### src/rtl/cpu_ctrl_pkg.sv
// cpu_ctrl_pkg: shared encodings for the multicycle CPU control FSM.
// Holds the state encoding, instruction classes, ALU compare opcode,
// branch condition codes, PSR flag bit positions and PC select codes.
package cpu_ctrl_pkg;

    typedef enum logic [3:0] {
        S_RESET  = 4'd0,
        S_FETCH  = 4'd1,
        S_DECODE = 4'd2,
        S_EXEC   = 4'd3,
        S_LOAD   = 4'd4,
        S_STORE  = 4'd5,
        S_BRANCH = 4'd6,
        S_RETIRE = 4'd7,
        S_HALT   = 4'd8
    } state_e;

    localparam logic [3:0] CLS_NOP   = 4'h0;
    localparam logic [3:0] CLS_R     = 4'h1;
    localparam logic [3:0] CLS_I     = 4'h2;
    localparam logic [3:0] CLS_LOAD  = 4'h4;
    localparam logic [3:0] CLS_STORE = 4'h5;
    localparam logic [3:0] CLS_BCOND = 4'h8;
    localparam logic [3:0] CLS_JCOND = 4'h9;

    // ALU compare only updates flags, never the register file.
    localparam int OP_CMP = 7;

    localparam logic [3:0] COND_EQ = 4'd0;
    localparam logic [3:0] COND_NE = 4'd1;
    localparam logic [3:0] COND_CS = 4'd2;
    localparam logic [3:0] COND_CC = 4'd3;
    localparam logic [3:0] COND_HI = 4'd4;
    localparam logic [3:0] COND_LS = 4'd5;
    localparam logic [3:0] COND_GT = 4'd6;
    localparam logic [3:0] COND_LE = 4'd7;
    localparam logic [3:0] COND_FS = 4'd8;
    localparam logic [3:0] COND_FC = 4'd9;
    localparam logic [3:0] COND_LO = 4'd10;
    localparam logic [3:0] COND_HS = 4'd11;
    localparam logic [3:0] COND_LT = 4'd12;
    localparam logic [3:0] COND_GE = 4'd13;
    localparam logic [3:0] COND_UC = 4'd14;

    // flags_in = {N, Z, F, L, C}
    localparam int FLAG_N = 4;
    localparam int FLAG_Z = 3;
    localparam int FLAG_F = 2;
    localparam int FLAG_L = 1;
    localparam int FLAG_C = 0;

    localparam logic [1:0] PC_INC  = 2'd0;
    localparam logic [1:0] PC_DISP = 2'd1;
    localparam logic [1:0] PC_REG  = 2'd2;

    // Branch classes are only decodable when branch support is built in.
    function automatic logic class_is_legal(input logic [3:0] cls, input logic branch_en);
        case (cls)
            CLS_NOP, CLS_R, CLS_I, CLS_LOAD, CLS_STORE: return 1'b1;
            CLS_BCOND, CLS_JCOND:                       return branch_en;
            default:                                    return 1'b0;
        endcase
    endfunction

endpackage

### src/rtl/cpu_ctrl_fsm_if.sv
// cpu_ctrl_fsm_if: IR field inputs, memory handshake and datapath strobes
// between the control FSM (master) and the datapath/RAM (slave).
interface cpu_ctrl_fsm_if #(
    parameter int NUM_REGS  = 16,
    parameter int REG_IDX_W = 5,
    parameter int OPCODE_W  = 8,
    parameter int IMM_W     = 8
);
    logic [3:0]           instr_class;
    logic [OPCODE_W-1:0]  opcode_in;
    logic [REG_IDX_W-1:0] rdst_in;
    logic [REG_IDX_W-1:0] rsrc_in;
    logic [IMM_W-1:0]     imm_in;
    logic [3:0]           cond_in;
    logic [4:0]           flags_in;
    logic                 mem_ready;

    logic                 ir_en;
    logic                 pc_en;
    logic                 flag_en;
    logic                 imm_sel;
    logic                 bus_en;
    logic                 mem_req;
    logic                 mem_we;
    logic                 wb_sel;
    logic                 addr_sel;
    logic [1:0]           pc_sel;
    logic [NUM_REGS-1:0]  rf_we;
    logic [REG_IDX_W-1:0] rsrc_out;
    logic [REG_IDX_W-1:0] rdst_out;
    logic [OPCODE_W-1:0]  opcode_out;
    logic [IMM_W-1:0]     imm_out;
    logic                 illegal;
    logic                 fault;
    logic                 instr_done;
    logic [3:0]           state_out;

    modport master (
        input  instr_class, opcode_in, rdst_in, rsrc_in, imm_in, cond_in, flags_in, mem_ready,
        output ir_en, pc_en, flag_en, imm_sel, bus_en, mem_req, mem_we, wb_sel, addr_sel,
               pc_sel, rf_we, rsrc_out, rdst_out, opcode_out, imm_out, illegal, fault,
               instr_done, state_out
    );

    modport slave (
        output instr_class, opcode_in, rdst_in, rsrc_in, imm_in, cond_in, flags_in, mem_ready,
        input  ir_en, pc_en, flag_en, imm_sel, bus_en, mem_req, mem_we, wb_sel, addr_sel,
               pc_sel, rf_we, rsrc_out, rdst_out, opcode_out, imm_out, illegal, fault,
               instr_done, state_out
    );
endinterface

### src/rtl/cpu_cond_eval.sv
// cpu_cond_eval: evaluates a branch condition code against the PSR flags.
// Only built when CPU_CTRL_BRANCH_EN is defined.
`ifdef CPU_CTRL_BRANCH_EN
module cpu_cond_eval
    import cpu_ctrl_pkg::*;
(
    input  logic [3:0] cond,
    input  logic [4:0] flags,
    output logic       taken
);
    logic n, z, f, l, c;

    assign n = flags[FLAG_N];
    assign z = flags[FLAG_Z];
    assign f = flags[FLAG_F];
    assign l = flags[FLAG_L];
    assign c = flags[FLAG_C];

    // Condition decode; code 15 is reserved and never taken.
    always_comb begin
        taken = 1'b0;
        case (cond)
            COND_EQ: taken = z;
            COND_NE: taken = !z;
            COND_CS: taken = c;
            COND_CC: taken = !c;
            COND_HI: taken = l;
            COND_LS: taken = !l;
            COND_GT: taken = n;
            COND_LE: taken = !n;
            COND_FS: taken = f;
            COND_FC: taken = !f;
            COND_LO: taken = !z && !l;
            COND_HS: taken = z || l;
            COND_LT: taken = !z && !n;
            COND_GE: taken = z || n;
            COND_UC: taken = 1'b1;
            default: taken = 1'b0;
        endcase
    end
endmodule
`endif

### src/rtl/cpu_ctrl_fsm.sv
// cpu_ctrl_fsm: multicycle fetch/decode/execute sequencer for the 16-bit datapath,
// with a memory-ready watchdog that halts on timeout.
// Define CPU_CTRL_BRANCH_EN to decode BCOND/JCOND; otherwise they retire as illegal.
//
// state    | meaning
// S_RESET  | first cycle after reset, every strobe low
// S_FETCH  | read instruction at PC, load IR when memory is ready
// S_DECODE | IR stable, select execution path, flag illegal classes
// S_EXEC   | ALU op on register/immediate operands, write back, PC+1
// S_LOAD   | read RAM at [rsrc], write rdst when ready, PC+1
// S_STORE  | write rdst to RAM at [rsrc], PC+1 when ready
// S_BRANCH | conditional PC update (displacement or register target)
// S_RETIRE | NOP / illegal instruction, PC+1
// S_HALT   | watchdog expired, fault held until reset
module cpu_ctrl_fsm
    import cpu_ctrl_pkg::*;
#(
    parameter int NUM_REGS  = 16,
    parameter int REG_IDX_W = 5,
    parameter int OPCODE_W  = 8,
    parameter int IMM_W     = 8,
    parameter int WAIT_MAX  = 15
) (
    input  logic           clk,
    input  logic           reset,
    cpu_ctrl_fsm_if.master bus
);
    localparam int               CNT_W     = $clog2(WAIT_MAX + 1);
    localparam logic [CNT_W-1:0] WAIT_LAST = CNT_W'(WAIT_MAX - 1);
`ifdef CPU_CTRL_BRANCH_EN
    localparam logic BRANCH_EN = 1'b1;
`else
    localparam logic BRANCH_EN = 1'b0;
`endif

    state_e           state_q, state_d;
    logic [CNT_W-1:0] wait_cnt_q, wait_cnt_d;
    logic             fault_q, fault_d;

    logic [3:0]           instr_class;
    logic [OPCODE_W-1:0]  opcode;
    logic [REG_IDX_W-1:0] rdst;
    logic [REG_IDX_W-1:0] rsrc;
    logic [IMM_W-1:0]     imm;
    logic                 mem_ready;
    logic [NUM_REGS-1:0]  wr_onehot;
    logic                 is_cmp;
    logic                 class_legal;

    logic                 ir_en, pc_en, flag_en, imm_sel, bus_en;
    logic                 mem_req, mem_we, wb_sel, addr_sel, illegal;
    logic [1:0]           pc_sel;
    logic [NUM_REGS-1:0]  rf_we;
    logic [REG_IDX_W-1:0] rsrc_out, rdst_out;
    logic [OPCODE_W-1:0]  opcode_out;
    logic [IMM_W-1:0]     imm_out;

    assign instr_class = bus.instr_class;
    assign opcode      = bus.opcode_in;
    assign rdst        = bus.rdst_in;
    assign rsrc        = bus.rsrc_in;
    assign imm         = bus.imm_in;
    assign mem_ready   = bus.mem_ready;
    assign is_cmp      = (opcode == OPCODE_W'(OP_CMP));
    assign class_legal = class_is_legal(instr_class, BRANCH_EN);

`ifdef CPU_CTRL_BRANCH_EN
    logic taken;

    cpu_cond_eval u_cond_eval (
        .cond  (bus.cond_in),
        .flags (bus.flags_in),
        .taken (taken)
    );
`endif

    // Register write enable; indices beyond the register bank drop the write.
    always_comb begin
        wr_onehot = '0;
        if (int'(rdst) < NUM_REGS) begin
            wr_onehot = NUM_REGS'(1) << rdst;
        end
    end

    // Next state, watchdog count and sticky fault.
    always_comb begin
        state_d    = state_q;
        wait_cnt_d = '0;
        fault_d    = fault_q;
        case (state_q)
            S_RESET: state_d = S_FETCH;
            S_FETCH, S_LOAD, S_STORE: begin
                // a ready in the final allowed cycle still completes the access
                if (mem_ready) begin
                    state_d = (state_q == S_FETCH) ? S_DECODE : S_FETCH;
                end else if (wait_cnt_q == WAIT_LAST) begin
                    state_d = S_HALT;
                    fault_d = 1'b1;
                end else begin
                    wait_cnt_d = wait_cnt_q + 1'b1;
                end
            end
            S_DECODE: begin
                state_d = S_RETIRE;
                if (class_legal) begin
                    case (instr_class)
                        CLS_R, CLS_I: state_d = S_EXEC;
                        CLS_LOAD:     state_d = S_LOAD;
                        CLS_STORE:    state_d = S_STORE;
`ifdef CPU_CTRL_BRANCH_EN
                        CLS_BCOND, CLS_JCOND: state_d = S_BRANCH;
`endif
                        default:      state_d = S_RETIRE;
                    endcase
                end
            end
            S_EXEC, S_RETIRE: state_d = S_FETCH;
`ifdef CPU_CTRL_BRANCH_EN
            S_BRANCH: state_d = S_FETCH;
`endif
            S_HALT:  state_d = S_HALT;
            default: state_d = S_RESET;
        endcase
    end

    // State register with synchronous reset; a pending access is simply abandoned.
    always_ff @(posedge clk) begin
        if (reset) begin
            state_q    <= S_RESET;
            wait_cnt_q <= '0;
            fault_q    <= 1'b0;
        end else begin
            state_q    <= state_d;
            wait_cnt_q <= wait_cnt_d;
            fault_q    <= fault_d;
        end
    end

    // Datapath strobes decoded from state; memory completions gated by mem_ready.
    always_comb begin
        ir_en      = 1'b0;
        pc_en      = 1'b0;
        flag_en    = 1'b0;
        imm_sel    = 1'b0;
        bus_en     = 1'b0;
        mem_req    = 1'b0;
        mem_we     = 1'b0;
        wb_sel     = 1'b0;
        addr_sel   = 1'b0;
        illegal    = 1'b0;
        pc_sel     = PC_INC;
        rf_we      = '0;
        rsrc_out   = '0;
        rdst_out   = '0;
        opcode_out = '0;
        imm_out    = '0;
        case (state_q)
            S_FETCH: begin
                mem_req = 1'b1;
                ir_en   = mem_ready;
            end
            S_DECODE: illegal = !class_legal;
            S_EXEC: begin
                bus_en     = 1'b1;
                flag_en    = 1'b1;
                imm_sel    = (instr_class == CLS_I);
                opcode_out = opcode;
                rsrc_out   = rsrc;
                rdst_out   = rdst;
                imm_out    = imm;
                rf_we      = is_cmp ? '0 : wr_onehot;
                pc_en      = 1'b1;
            end
            S_LOAD: begin
                mem_req  = 1'b1;
                addr_sel = 1'b1;
                rsrc_out = rsrc;
                rdst_out = rdst;
                wb_sel   = mem_ready;
                rf_we    = mem_ready ? wr_onehot : '0;
                pc_en    = mem_ready;
            end
            S_STORE: begin
                mem_req  = 1'b1;
                mem_we   = 1'b1;
                addr_sel = 1'b1;
                rsrc_out = rsrc;
                rdst_out = rdst;
                pc_en    = mem_ready;
            end
`ifdef CPU_CTRL_BRANCH_EN
            S_BRANCH: begin
                pc_en    = 1'b1;
                rsrc_out = rsrc;
                imm_out  = imm;
                if (taken) begin
                    pc_sel = (instr_class == CLS_BCOND) ? PC_DISP : PC_REG;
                end
            end
`endif
            S_RETIRE: pc_en = 1'b1;
            default: ;
        endcase
    end

    assign bus.ir_en      = ir_en;
    assign bus.pc_en      = pc_en;
    assign bus.flag_en    = flag_en;
    assign bus.imm_sel    = imm_sel;
    assign bus.bus_en     = bus_en;
    assign bus.mem_req    = mem_req;
    assign bus.mem_we     = mem_we;
    assign bus.wb_sel     = wb_sel;
    assign bus.addr_sel   = addr_sel;
    assign bus.pc_sel     = pc_sel;
    assign bus.rf_we      = rf_we;
    assign bus.rsrc_out   = rsrc_out;
    assign bus.rdst_out   = rdst_out;
    assign bus.opcode_out = opcode_out;
    assign bus.imm_out    = imm_out;
    assign bus.illegal    = illegal;
    assign bus.fault      = fault_q;
    assign bus.instr_done = pc_en;
    assign bus.state_out  = state_q;

endmodule

### src/flat_wrapper.sv
// flat-port wrapper written by rule: the top's interface ports become plain ports
module cpu_ctrl_fsm_flat import cpu_ctrl_pkg::*;
#(
    parameter int NUM_REGS  = 16,
    parameter int REG_IDX_W = 5,
    parameter int OPCODE_W  = 8,
    parameter int IMM_W     = 8,
    parameter int WAIT_MAX  = 15
)
  (clk, reset, bus_instr_class, bus_opcode_in, bus_rdst_in, bus_rsrc_in, bus_imm_in, bus_cond_in, bus_flags_in, bus_mem_ready, bus_ir_en, bus_pc_en, bus_flag_en, bus_imm_sel, bus_bus_en, bus_mem_req, bus_mem_we, bus_wb_sel, bus_addr_sel, bus_pc_sel, bus_rf_we, bus_rsrc_out, bus_rdst_out, bus_opcode_out, bus_imm_out, bus_illegal, bus_fault, bus_instr_done, bus_state_out);
  cpu_ctrl_fsm_if #(.NUM_REGS(NUM_REGS), .REG_IDX_W(REG_IDX_W), .OPCODE_W(OPCODE_W), .IMM_W(IMM_W)) bus_i ();
  input  logic clk;
  input  logic reset;
  input wire logic [$bits(bus_i.instr_class)-1:0] bus_instr_class;
  input wire logic [$bits(bus_i.opcode_in)-1:0] bus_opcode_in;
  input wire logic [$bits(bus_i.rdst_in)-1:0] bus_rdst_in;
  input wire logic [$bits(bus_i.rsrc_in)-1:0] bus_rsrc_in;
  input wire logic [$bits(bus_i.imm_in)-1:0] bus_imm_in;
  input wire logic [$bits(bus_i.cond_in)-1:0] bus_cond_in;
  input wire logic [$bits(bus_i.flags_in)-1:0] bus_flags_in;
  input wire logic [$bits(bus_i.mem_ready)-1:0] bus_mem_ready;
  output wire logic [$bits(bus_i.ir_en)-1:0] bus_ir_en;
  output wire logic [$bits(bus_i.pc_en)-1:0] bus_pc_en;
  output wire logic [$bits(bus_i.flag_en)-1:0] bus_flag_en;
  output wire logic [$bits(bus_i.imm_sel)-1:0] bus_imm_sel;
  output wire logic [$bits(bus_i.bus_en)-1:0] bus_bus_en;
  output wire logic [$bits(bus_i.mem_req)-1:0] bus_mem_req;
  output wire logic [$bits(bus_i.mem_we)-1:0] bus_mem_we;
  output wire logic [$bits(bus_i.wb_sel)-1:0] bus_wb_sel;
  output wire logic [$bits(bus_i.addr_sel)-1:0] bus_addr_sel;
  output wire logic [$bits(bus_i.pc_sel)-1:0] bus_pc_sel;
  output wire logic [$bits(bus_i.rf_we)-1:0] bus_rf_we;
  output wire logic [$bits(bus_i.rsrc_out)-1:0] bus_rsrc_out;
  output wire logic [$bits(bus_i.rdst_out)-1:0] bus_rdst_out;
  output wire logic [$bits(bus_i.opcode_out)-1:0] bus_opcode_out;
  output wire logic [$bits(bus_i.imm_out)-1:0] bus_imm_out;
  output wire logic [$bits(bus_i.illegal)-1:0] bus_illegal;
  output wire logic [$bits(bus_i.fault)-1:0] bus_fault;
  output wire logic [$bits(bus_i.instr_done)-1:0] bus_instr_done;
  output wire logic [$bits(bus_i.state_out)-1:0] bus_state_out;
  assign bus_i.instr_class = bus_instr_class;
  assign bus_i.opcode_in = bus_opcode_in;
  assign bus_i.rdst_in = bus_rdst_in;
  assign bus_i.rsrc_in = bus_rsrc_in;
  assign bus_i.imm_in = bus_imm_in;
  assign bus_i.cond_in = bus_cond_in;
  assign bus_i.flags_in = bus_flags_in;
  assign bus_i.mem_ready = bus_mem_ready;
  assign bus_ir_en = bus_i.ir_en;
  assign bus_pc_en = bus_i.pc_en;
  assign bus_flag_en = bus_i.flag_en;
  assign bus_imm_sel = bus_i.imm_sel;
  assign bus_bus_en = bus_i.bus_en;
  assign bus_mem_req = bus_i.mem_req;
  assign bus_mem_we = bus_i.mem_we;
  assign bus_wb_sel = bus_i.wb_sel;
  assign bus_addr_sel = bus_i.addr_sel;
  assign bus_pc_sel = bus_i.pc_sel;
  assign bus_rf_we = bus_i.rf_we;
  assign bus_rsrc_out = bus_i.rsrc_out;
  assign bus_rdst_out = bus_i.rdst_out;
  assign bus_opcode_out = bus_i.opcode_out;
  assign bus_imm_out = bus_i.imm_out;
  assign bus_illegal = bus_i.illegal;
  assign bus_fault = bus_i.fault;
  assign bus_instr_done = bus_i.instr_done;
  assign bus_state_out = bus_i.state_out;
  cpu_ctrl_fsm #(.NUM_REGS(NUM_REGS), .REG_IDX_W(REG_IDX_W), .OPCODE_W(OPCODE_W), .IMM_W(IMM_W), .WAIT_MAX(WAIT_MAX)) u_core (.clk(clk), .reset(reset), .bus(bus_i));
endmodule
### config.mk
export PLATFORM = sky130hd
export DESIGN_NAME = cpu_ctrl_fsm_flat
export DESIGN_NICKNAME = d
export VERILOG_FILES = /design/src/rtl/cpu_ctrl_pkg.sv /design/src/rtl/cpu_ctrl_fsm_if.sv /design/src/rtl/cpu_cond_eval.sv /design/src/rtl/cpu_ctrl_fsm.sv /design/src/flat_wrapper.sv
export SDC_FILE = /design/constraint.sdc
export NUM_CORES = 1
export LEC_CHECK = 0
export ABC_CLOCK_PERIOD_IN_PS = 3300
export CAP_MARGIN = 20
export CORE_UTILIZATION = 31
export CTS_BUF_LIST = sky130_fd_sc_hd__clkbuf_8
export CTS_CLUSTER_DIAMETER = 200
export DETAILED_ROUTE_END_ITERATION = 10
export PLACE_DENSITY_LB_ADDON = 0.05
export SLEW_MARGIN = 20
export SYNTH_ARGS = -nofsm -noshare
export SYNTH_HDL_FRONTEND = slang
export SYNTH_SLANG_ARGS = --single-unit
### constraint.sdc
create_clock -name clk -period 3.3 [get_ports clk]
set_clock_uncertainty 0.15 [all_clocks]
set_input_delay 0.33 -clock clk [delete_from_list [all_inputs] [get_ports clk]]
set_output_delay 0.33 -clock clk [all_outputs]
set_load 0.01 [all_outputs]
==> reports/summary.txt, run 1 <==
Post-Synthesis Cells -> 135
CP Max Fanout -> 16
Nets -> 263
Status -> finished, violations left
Netlist Area Pre-Place -> 958 um2
Die X -> 57.6 um
CTS sink cnt -> 9
Critical path class -> reg -> out
Setup-failing EPs final -> 0
Register clock-pin slew on the reported worst setup and hold paths -> 40 ps
Fin crit period -> 3140 ps
Reg2Reg Setup Slack -> 1360 ps
Mux cell area share after synthesis -> 0
Register Area -> 180 um2
Min-delay src -> u_core.wait_cnt_q[0]
Global placement routability congestion -> 0.824
Max cap viols -> 0
Initial core utilization -> 0.336
Worst EP required -> 2820 ps
Clock Path Buffers -> 2
Async SR Flop Fraction -> 0
Placed Area -> 1820 um2
Max_slew headroom -> 0.563
Vias -> 1,296
First-pass GRT wire length -> 5.74 mm
Setup crit end kind -> output pin
WP data arrival -> 2660 ps
Hold Path Stages -> 1
Worst path top cell family by delay -> simple AND/OR/NAND/NOR gates
Post-CTS sizing -> 0
RSZ-0062 raised after global routing -> false
XOR/XNOR Fraction of Synth Area -> 0.0274
Setup repair bufs after CTS -> 0
Clock root buffer -> clkbuf_8
Die ar. -> 3320 um2
Fin crit share -> 0.951
Diodes inserted -> 0
Clock buffer count from CTS -> 3
Seq/Total Area, Yosys -> 0.188
Detailed Route Iter0 Violations -> 41
Grt ovf -> 0
Number of flops mapped to enable cells by yosys -> 0
Largest family of logic cells by synthesized area -> simple AND/OR/NAND/NOR gates
Synth Register Bits -> 9
Total iterations of the first detailed-routing run -> 10
Failing checks -> design-rule violations
CP Launch Type -> flip-flop
CTS tree -> done
Maximum vdd drop -> 0.298 mV
Critical path, cell by cell -> and3b_1 -> a21oi_1 -> or3_1 -> nor4_1 -> clkdlybuf4s50_1
Drt drc -> 9
Worst slew pin tran -> 655 ps
Worst reg2reg path startpoint -> u_core.bus.state_out[0]
Complex-gate fraction of the synthesized area -> 0.107
Cts hold-fix bufs -> 0
Max-slew violations -> 0
Post-synth cell types -> 36
Largest net degree at the start of global routing -> 18
WHS Endpoint -> u_core.wait_cnt_q[0]
I/O Pins -> 102
Final HPWL DP -> 2.82 mm
Top_reg_cell synth -> dfxtp_1
Leak -> 0.652 nW
PwrDens -> 220 nW/um2
Final ANT Viol Nets -> 0
Simple-gate area share of the yosys netlist -> 0.543
Initial antenna violation count -> 0
CP bufs+invs -> 1
FMAX -> 319 MHz
FP Rows -> 19
Final Hold Vio Count -> 0
Syn-to-layout area delta -> 95.0%
Synth Area per Inst -> 7.10 um2
Worst skew pair latency -> 230 ps
Routed WL -> 3.54 mm
H-tree depth -> 1
FF-to-FF path depth -> 4
Die Y -> 57.6 um
Design Area, Final -> 1870 um2
Footprint of the multi-input gates -> 682 um2
Post-synthesis adder-cell area fraction -> 0.0261
GRT Util Overall -> 0.221
CP peak stage delay -> 610 ps
Yosys warning count -> 0
Wirelength per Cell -> 14.2 um
Worst path slowest cell -> clkdlybuf4s50_1
Fillers -> 263
TNS Setup -> 0 ps
Hold WC Path Type -> reg -> reg
Routed vias/inst -> 5.20
Vias in the first global route -> 1,180
Input/output buffers -> 90
Reg2reg end -> u_core.bus.state_out[2]
Share of cells above drive strength 1 -> 0.0367
Core Region -> 2850 um2
==> per-stage QoR <==
stage                     hold slack (ps)  setup WS [ps]  total power, W   util  std cells
after global placement                294            448        0.000287  0.639        245
after detailed placement              320            407        0.000291  0.639        245
after CTS                             329            204        0.000413  0.655        249
after floorplan                       249           1120        0.000202      -        136
after global routing                  349           29.9        0.000433  0.655        249
final                                 323            161        0.000412  0.655        249
==> state kept, by name, indices dropped and copies added (netlist names) <==
register,cells
u_core.wait_cnt_q,4
u_core.bus.fault,1
u_core.bus.state_out,4
==> cells in the final DEF, fill, tap and decap left out, drive strengths merged, types with 3 or more instances in the layout <==
cell type / instances
nand2: 5
nand3: 3
nor2: 12
nor4: 20
clkdlybuf4s50: 90
and2: 16
inv: 5
a21oi: 5
nor3: 4
clkbuf: 3
dfxtp: 9
nand2b: 6
nor2b: 10
==> Yosys cell counts (all sizes together), types with 3 or more instances <==
cell     n  share of area
nor3     4          0.021
nand2    5          0.020
a21oi    5          0.026
inv      4          0.016
nor2    12          0.055
nand2b   6          0.039
dfxtp    9           0.19
and2    16           0.10
nand3    3          0.016
buf     11          0.081
nor2b   10          0.065
nor4    20           0.13
==> kinds of logic (layout without fill, tap and decap cells) <==
logic type / after synthesis / after routing
and+or+nand+nor: 88 / 88
DFF: 9 / 9
buffers and inverters: 17 / 99
AOI/OAI and AO/OA: 15 / 15
adders and majority gates: 2 / 2
xor gates and xnor gates: 3 / 3
other: 1 / 2
==> power by group <==
group          total, W  switching [W]  internal (W)
sequential     0.000126      0.0000121      0.000114
clock          0.000121      0.0000407     0.0000807
combinational  0.000164      0.0000716     0.0000929
==> routing by layer <==
metal / track usage / vias to the layer above / part of all wire
met3: 0.0476 / 4 / 0.10
met1: 0.253 / 578 / 0.38
met5: 0 / - / 0
li1: - / 641 / -
met4: 0.0697 / 0 / 0.0085
met2: 0.405 / 73 / 0.51
==> cell type report <==
cell class,count,share of cell area
Inverter,4,0.00803
Tap cell,31,0.0207
Sequential cell,9,0.0964
Multi-Input combinational cell,110,0.365
Clock buffer,3,0.0221
Timing Repair Buffer,91,0.486
Clock inverter,1,0.00201
==> worst max-delay path by stage <==
stage | endpoint | from | slack, ps | cells past startpoint
after floorplan | bus_rf_we[0] | u_core.bus.state_out[2] | 1120 | 7
after detailed placement | bus_rf_we[0] | bus_opcode_in[4] | 410 | 6
final | bus_rf_we[15] | u_core.bus.state_out[1] | 160 | 5
after CTS | bus_rf_we[0] | u_core.bus.state_out[1] | 200 | 5
after global routing | bus_rf_we[10] | u_core.bus.state_out[1] | 30 | 5
after global placement | bus_rf_we[0] | bus_opcode_in[4] | 450 | 6
(Power assumes the default switching activity.)
==> inputs of run 2 (changes only) <==
--- a/config.mk
+++ b/config.mk
@@ -5,7 +5,7 @@
 export SDC_FILE = /design/constraint.sdc
 export NUM_CORES = 1
 export LEC_CHECK = 0
-export ABC_CLOCK_PERIOD_IN_PS = 3300
+export ABC_CLOCK_PERIOD_IN_PS = 4050
 export CAP_MARGIN = 20
 export CORE_UTILIZATION = 31
 export CTS_BUF_LIST = sky130_fd_sc_hd__clkbuf_8
==> constraint.sdc (replaced) <==
create_clock -name clk -period 4.05 [get_ports clk]
set_clock_uncertainty 0.15 [all_clocks]
set_input_delay 0.405 -clock clk [delete_from_list [all_inputs] [get_ports clk]]
set_output_delay 0.405 -clock clk [all_outputs]
set_load 0.01 [all_outputs]
==> run 2 against run 1 <==
  * The flow still finishes with violations (design-rule violations)
  * Highest routed layer unchanged
  * Clock power is 18% lower
  * Non-clock buffer count stayed put
  * Combinational power is 19% lower
  * Flip-flop and latch count stayed put
  * Utilization stayed put
  * Sequential power is 18% lower
  * Critical path depth stayed put
  * Critical endpoint unchanged
  * Setup slack better by 670 ps
==> reports/summary.txt, run 2 (synthesis gave the netlist of run 1 again) <==
CP peak stage delay -> 620 ps (was 610 ps)
Max_slew headroom -> 0.595 (was 0.563)
CP Max Fanout -> 16 (unchanged)
Maximum vdd drop -> 0.258 mV (was 0.298 mV)
Share of cells above drive strength 1 -> 0.0367 (unchanged)
WHS Endpoint -> u_core.wait_cnt_q[0] (unchanged)
FMAX -> 310 MHz
Setup crit end kind -> output pin (unchanged)
Clock root buffer -> clkbuf_8 (unchanged)
Internal power consumption -> 0.000234 W (was 0.000287 W)
Met1 Track Usage GR -> 0.234 (was 0.253)
Final Hold Vio Count -> 0 (unchanged)
Largest net degree at the start of global routing -> 20 (was 18)
Hold WC Path Type -> reg -> reg (unchanged)
Met3 usage -> 0.0363 (was 0.0476)
Net Sw Power -> 0.000100 W (was 0.000124 W)
Initial antenna violation count -> 0 (unchanged)
Vias in the first global route -> 1,144 (was 1,180)
H-tree depth -> 1 (unchanged)
Leak -> 0.652 nW (unchanged)
Met2 Usage GRT -> 0.382 (was 0.405)
Vias -> 1,271 (was 1,296)
Worst skew pair latency -> 230 ps (about the same)
Die X -> 57.6 um (unchanged)
GRT busiest layer -> met2 (unchanged)
Worst slew pin tran -> 607 ps (was 655 ps)
Detailed Route Iter0 Violations -> 37 (was 41)
Worst EP required -> 3490 ps (was 2820 ps)
Reg2Reg Setup Slack -> 2120 ps (was 1360 ps)
FP Rows -> 19 (unchanged)
Final ANT Viol Nets -> 0 (unchanged)
I/O Pins -> 102 (unchanged)
Die ar. -> 3320 um2 (unchanged)
Initial core utilization -> 0.336 (unchanged)
Worst path top cell family by delay -> simple AND/OR/NAND/NOR gates (unchanged)
Input/output buffers -> 90 (unchanged)
FF-to-FF path depth -> 4 (unchanged)
Most frequent cells in the layout -> clkdlybuf4s50_1, nor4_1, and2_1 (unchanged)
GRT Util Overall -> 0.204 (was 0.221)
Worst reg2reg path startpoint -> u_core.bus.state_out[0] (unchanged)
PwrDens -> 179 nW/um2 (was 220 nW/um2)
RSZ-0062 raised after global routing -> false (unchanged)
Placed insts -> 245 (unchanged)
Reg2reg end -> u_core.bus.state_out[2] (unchanged)
Die Y -> 57.6 um (unchanged)
Non-filler instance count after layout -> 249 (unchanged)
Global placement routability congestion -> 0.829 (was 0.824)
Setup repair bufs after CTS -> 0 (unchanged)
Flop pwr share -> 0.307 (was 0.305)
Post-CTS sizing -> 0 (unchanged)
CTS sink cnt -> 9 (unchanged)
Grt ovf -> 0 (unchanged)
Failing checks -> design-rule violations (unchanged)
First-pass GRT wire length -> 5.39 mm (was 5.74 mm)
Max cap viols -> 0 (unchanged)
Wirelength per Cell -> 13.7 um (was 14.2 um)
Routed vias/inst -> 5.10 (was 5.20)
Core Region -> 2850 um2 (unchanged)
Worst path slowest cell -> clkdlybuf4s50_1 (unchanged)
Clock Path Buffers -> 2 (unchanged)
Critical path class -> reg -> out (unchanged)
Final Core Density -> 0.655 (unchanged)
Clk pwr share -> 0.296 (was 0.295)
Fin crit period -> 3220 ps
Syn-to-layout area delta -> 95.0% (unchanged)
Hold_ws -> 309 ps (was 323 ps)
Most common cell after layout, fill and taps aside -> clkdlybuf4s50_1 (unchanged)
Pwr Total -> 0.000334 W (was 0.000412 W)
Max-slew violations -> 0 (unchanged)
Drt drc -> 10 (was 9)
Cts hold-fix bufs -> 0 (unchanged)
Comb pwr share -> 0.397 (was 0.400)
Diodes inserted -> 0 (unchanged)
Hold Path Stages -> 1 (unchanged)
Routed WL -> 3.41 mm (was 3.54 mm)
Status -> finished, violations left (unchanged)
Nets -> 263 (unchanged)
Register clock-pin slew on the reported worst setup and hold paths -> 40 ps (about the same)
Total iterations of the first detailed-routing run -> 7 (was 10)
Final HPWL DP -> 2.75 mm (was 2.82 mm)
Fin crit share -> 0.795
CP Launch Type -> flip-flop (unchanged)
Min-delay src -> u_core.wait_cnt_q[0] (unchanged)
Clock buffer count from CTS -> 3 (unchanged)
CTS tree -> done (unchanged)
Critical path, cell by cell -> and3b_1 -> a21oi_1 -> or3_1 -> nor4_1 -> clkdlybuf4s50_1 (unchanged)
TNS Setup -> 0 ps (unchanged)
CP bufs+invs -> 1 (unchanged)
Setup-failing EPs final -> 0 (unchanged)
Switching Fraction -> 0.300 (was 0.302)
WP data arrival -> 2670 ps (was 2660 ps)
-- run 2: power by group through the flow --
stage,combinational [W],sequential [W],clock [W]
2_1_floorplan,0.0000660,0.0000982,0
3_3_place_gp,0.000130,0.000104,0
3_5_place_dp,0.000133,0.000104,0
4_1_cts,0.000133,0.000102,0.000102
5_1_grt,0.000144,0.000103,0.000106
6_report,0.000133,0.000103,0.0000989
-- run 2: area by class of cell --
class | count | area [um2]
clock buffers | 3 | 41.3
clock inverters | 1 | 3.75
inverters | 4 | 15.0
multi-input cells | 110 | 682
well taps | 31 | 38.8
flip-flops and latches | 9 | 180
fillers | 255 | 983
repair buffers | 91 | 908
-- run 2: worst max path at each step --
stage / startpoint / to / slack [ps] / cells past startpoint
final: u_core.bus.state_out[1] / bus_rf_we[15] / 830 / 5
after global routing: u_core.bus.state_out[1] / bus_rf_we[12] / 690 / 5
after CTS: u_core.bus.state_out[1] / bus_rf_we[11] / 880 / 5
after detailed placement: bus_opcode_in[4] / bus_rf_we[1] / 980 / 6
after global placement: bus_opcode_in[4] / bus_rf_we[0] / 1050 / 6
after floorplan: u_core.bus.state_out[2] / bus_rf_we[0] / 1790 / 7
-- run 2: metal layers --
layer  wire [um]  vias up
met5           0        -
met4          16        0
met3         293        4
met2        1730       62
met1        1380      563
li1            -      642
-- run 2: metrics by stage --
stage	cell area, um2	setup slack (ps)
after floorplan	962	1790
after global placement	1820	1050
after detailed placement	1820	984
after CTS	1870	879
after global routing	1870	693
final	1870	829
==> inputs of run 3 (changes only) <==
--- a/config.mk
+++ b/config.mk
@@ -5,9 +5,9 @@
 export SDC_FILE = /design/constraint.sdc
 export NUM_CORES = 1
 export LEC_CHECK = 0
-export ABC_CLOCK_PERIOD_IN_PS = 4050
+export ABC_CLOCK_PERIOD_IN_PS = 2800
 export CAP_MARGIN = 20
-export CORE_UTILIZATION = 31
+export CORE_UTILIZATION = 26
 export CTS_BUF_LIST = sky130_fd_sc_hd__clkbuf_8
 export CTS_CLUSTER_DIAMETER = 200
 export DETAILED_ROUTE_END_ITERATION = 10
==> constraint.sdc (replaced) <==
create_clock -name clk -period 2.8 [get_ports clk]
set_clock_uncertainty 0.15 [all_clocks]
set_input_delay 0.28 -clock clk [delete_from_list [all_inputs] [get_ports clk]]
set_output_delay 0.28 -clock clk [all_outputs]
set_load 0.01 [all_outputs]
==> run 3 against run 2 <==
  * The run now ends clean
  * Clock power rose by 48%
  * Power rose by 49%
  * Die area rose by 19%
  * Flip-flop and latch count did not move
  * Largest power group unchanged
  * Critical endpoint is now bus_rf_we[13]
==> reports/summary.txt, run 3 (synthesis gave the netlist of run 1 again) <==
Status -> complete, no violations (was finished, violations left)
Max cap viols -> 0 (unchanged)
Pwr Total -> 0.000499 W (was 0.000334 W)
Maximum vdd drop -> 0.295 mV (was 0.258 mV)
First-pass GRT wire length -> 5.89 mm (was 5.39 mm)
Hold WC Path Type -> reg -> reg (unchanged)
Final HPWL DP -> 2.92 mm (was 2.75 mm)
Register Area -> 181 um2 (was 180 um2)
FMAX -> 366 MHz
Leak -> 0.718 nW (was 0.652 nW)
Final Hold Vio Count -> 0 (unchanged)
Syn-to-layout area delta -> 104% (was 95.0%)
Final Core Density -> 0.567 (was 0.655)
Grt ovf -> 0 (unchanged)
Placed Area -> 1870 um2 (was 1820 um2)
Met2 Usage GRT -> 0.310 (was 0.382)
Fin crit period -> 2730 ps
Critical path class -> reg -> out (unchanged)
Setup ws final -> 65.5 ps (was 829 ps)
Initial antenna violation count -> 0 (unchanged)
Vias in the first global route -> 1,173 (was 1,144)
Routed vias/inst -> 4.77 (was 5.10)
Detailed Route Iter0 Violations -> 50 (was 37)
Wirelength per Cell -> 13.5 um (was 13.7 um)
H-tree depth -> 1 (unchanged)
Input/output buffers -> 90 (unchanged)
FP Rows -> 21 (was 19)
Fillers -> 332 (was 255)
CTS sink cnt -> 9 (unchanged)
WP data arrival -> 2300 ps (was 2670 ps)
GRT Util Overall -> 0.186 (was 0.204)
Max-slew violations -> 0 (unchanged)
PwrDens -> 256 nW/um2 (was 179 nW/um2)
FF-to-FF path depth -> 4 (unchanged)
Clock root buffer -> clkbuf_8 (unchanged)
Initial core utilization -> 0.278 (was 0.336)
Clock buffer count from CTS -> 3 (unchanged)
RSZ-0062 raised after global routing -> true (was false)
CP Max Fanout -> 16 (unchanged)
Setup crit end kind -> output pin (unchanged)
Setup repair bufs after CTS -> 0 (unchanged)
Share of cells above drive strength 1 -> 0.0766 (was 0.0367)
Routed WL -> 3.63 mm (was 3.41 mm)
Worst EP required -> 2370 ps (was 3490 ps)
CP Launch Type -> flip-flop (unchanged)
Nets -> 267 (was 263)
Placed insts -> 264 (was 245)
I/O Pins -> 102 (unchanged)
Met3 usage -> 0.0237 (was 0.0363)
Register clock-pin slew on the reported worst setup and hold paths -> 40 ps (about the same)
Most common cell after layout, fill and taps aside -> clkdlybuf4s50_1 (unchanged)
Clock Path Buffers -> 2 (unchanged)
Largest net degree at the start of global routing -> 17 (was 20)
Die ar. -> 3930 um2 (was 3320 um2)
Drt drc -> 0 (was 10)
GRT busiest layer -> met2 (unchanged)
Design Area, Final -> 1950 um2 (was 1870 um2)
Setup-failing EPs final -> 0 (unchanged)
Non-filler instance count after layout -> 268 (was 249)
Die Y -> 62.7 um (was 57.6 um)
Global placement routability congestion -> 0.776 (was 0.829)
Most frequent cells in the layout -> clkdlybuf4s50_1, nor4_1, and2_1 (unchanged)
Worst skew pair latency -> 230 ps (about the same)
Core Region -> 3440 um2 (was 2850 um2)
Diodes inserted -> 0 (unchanged)
Hold Path Stages -> 1 (unchanged)
Fin crit share -> 0.977
Placement Setup Slack -> -7.00 ps (was 984 ps)
Final ANT Viol Nets -> 0 (unchanged)
CTS tree -> done (unchanged)
Vias -> 1,279 (was 1,271)
Met1 Track Usage GR -> 0.246 (was 0.234)
Total iterations of the first detailed-routing run -> 4 (was 7)
Die X -> 62.7 um (was 57.6 um)
Footprint of the multi-input gates -> 709 um2 (was 682 um2)
==> run 3: changes by cell type in the layout (fill, tap and decap cells not counted) <==
cell / before / now
nor2_1: 11 / 9
a2bb2oi_4: 0 / 1
nor2_2: 0 / 2
or3_1: 2 / 1
or3_4: 0 / 1
nor4_1: 20 / 19
buf_4: 1 / 5
clkdlybuf4s50_1: 90 / 88
nor4_2: 0 / 1
dfxtp_1: 9 / 8
a2bb2oi_2: 1 / 0
dlymetal6s2s_1: 0 / 2
dfxtp_2: 0 / 1
==> run 3: timing repair <==
item	CTS	global route
hold buffers	0	0
endpoints found under the setup margin	16	16
gates resized for setup	4	4
==> run 3: where the power goes <==
part           leakage, nW  total (W)  internal [W]  switching, W
sequential          0.0735   0.000141      0.000134    0.00000672
combinational        0.617   0.000212      0.000117     0.0000958
clock               0.0269   0.000146     0.0000954     0.0000505
==> run 3: worst max-delay path, cell delays in order, from the launching register on <==
cell and delay (ps):
dfxtp_1 310, buf_4 170, nor2_4 130, a21oi_1 80
or3_4 440, nor4_1 340, clkdlybuf4s50_1 600
==> run 3: routing by layer <==
| metal | vias to the layer above | wire (um) |
|---|---|---|
| met1 | 562 | 1700 |
| li1 | 648 | - |
| met2 | 64 | 1670 |
| met3 | 5 | 218 |
| met5 | - | 0 |
| met4 | 0 | 40 |
==> run 3: final timing paths <==
kind                                               from                      end  slack, ps
worst max-delay path            u_core.bus.state_out[0]            bus_rf_we[13]         70
worst min-delay path               u_core.wait_cnt_q[0]     u_core.wait_cnt_q[0]        320
worst max register to register  u_core.bus.state_out[2]  u_core.bus.state_out[2]       1030
worst min register to register     u_core.wait_cnt_q[0]     u_core.wait_cnt_q[0]        320
==> run 3: final cells by class <==
class | count | area share
flip-flops and latches | 9 | 0.0929
well taps | 46 | 0.0295
inverters | 4 | 0.00769
clock inverters | 1 | 0.00192
clock buffers | 3 | 0.0212
repair buffers | 95 | 0.483
multi-input cells | 110 | 0.363
==> run 3: through the flow <==
step                hold slack (ps)  TNS (ps)
floorplan                       199         0
global placement                295         0
detailed placement              311     -8.80
CTS                             321         0
global route                    373     -78.8
finish                          321         0
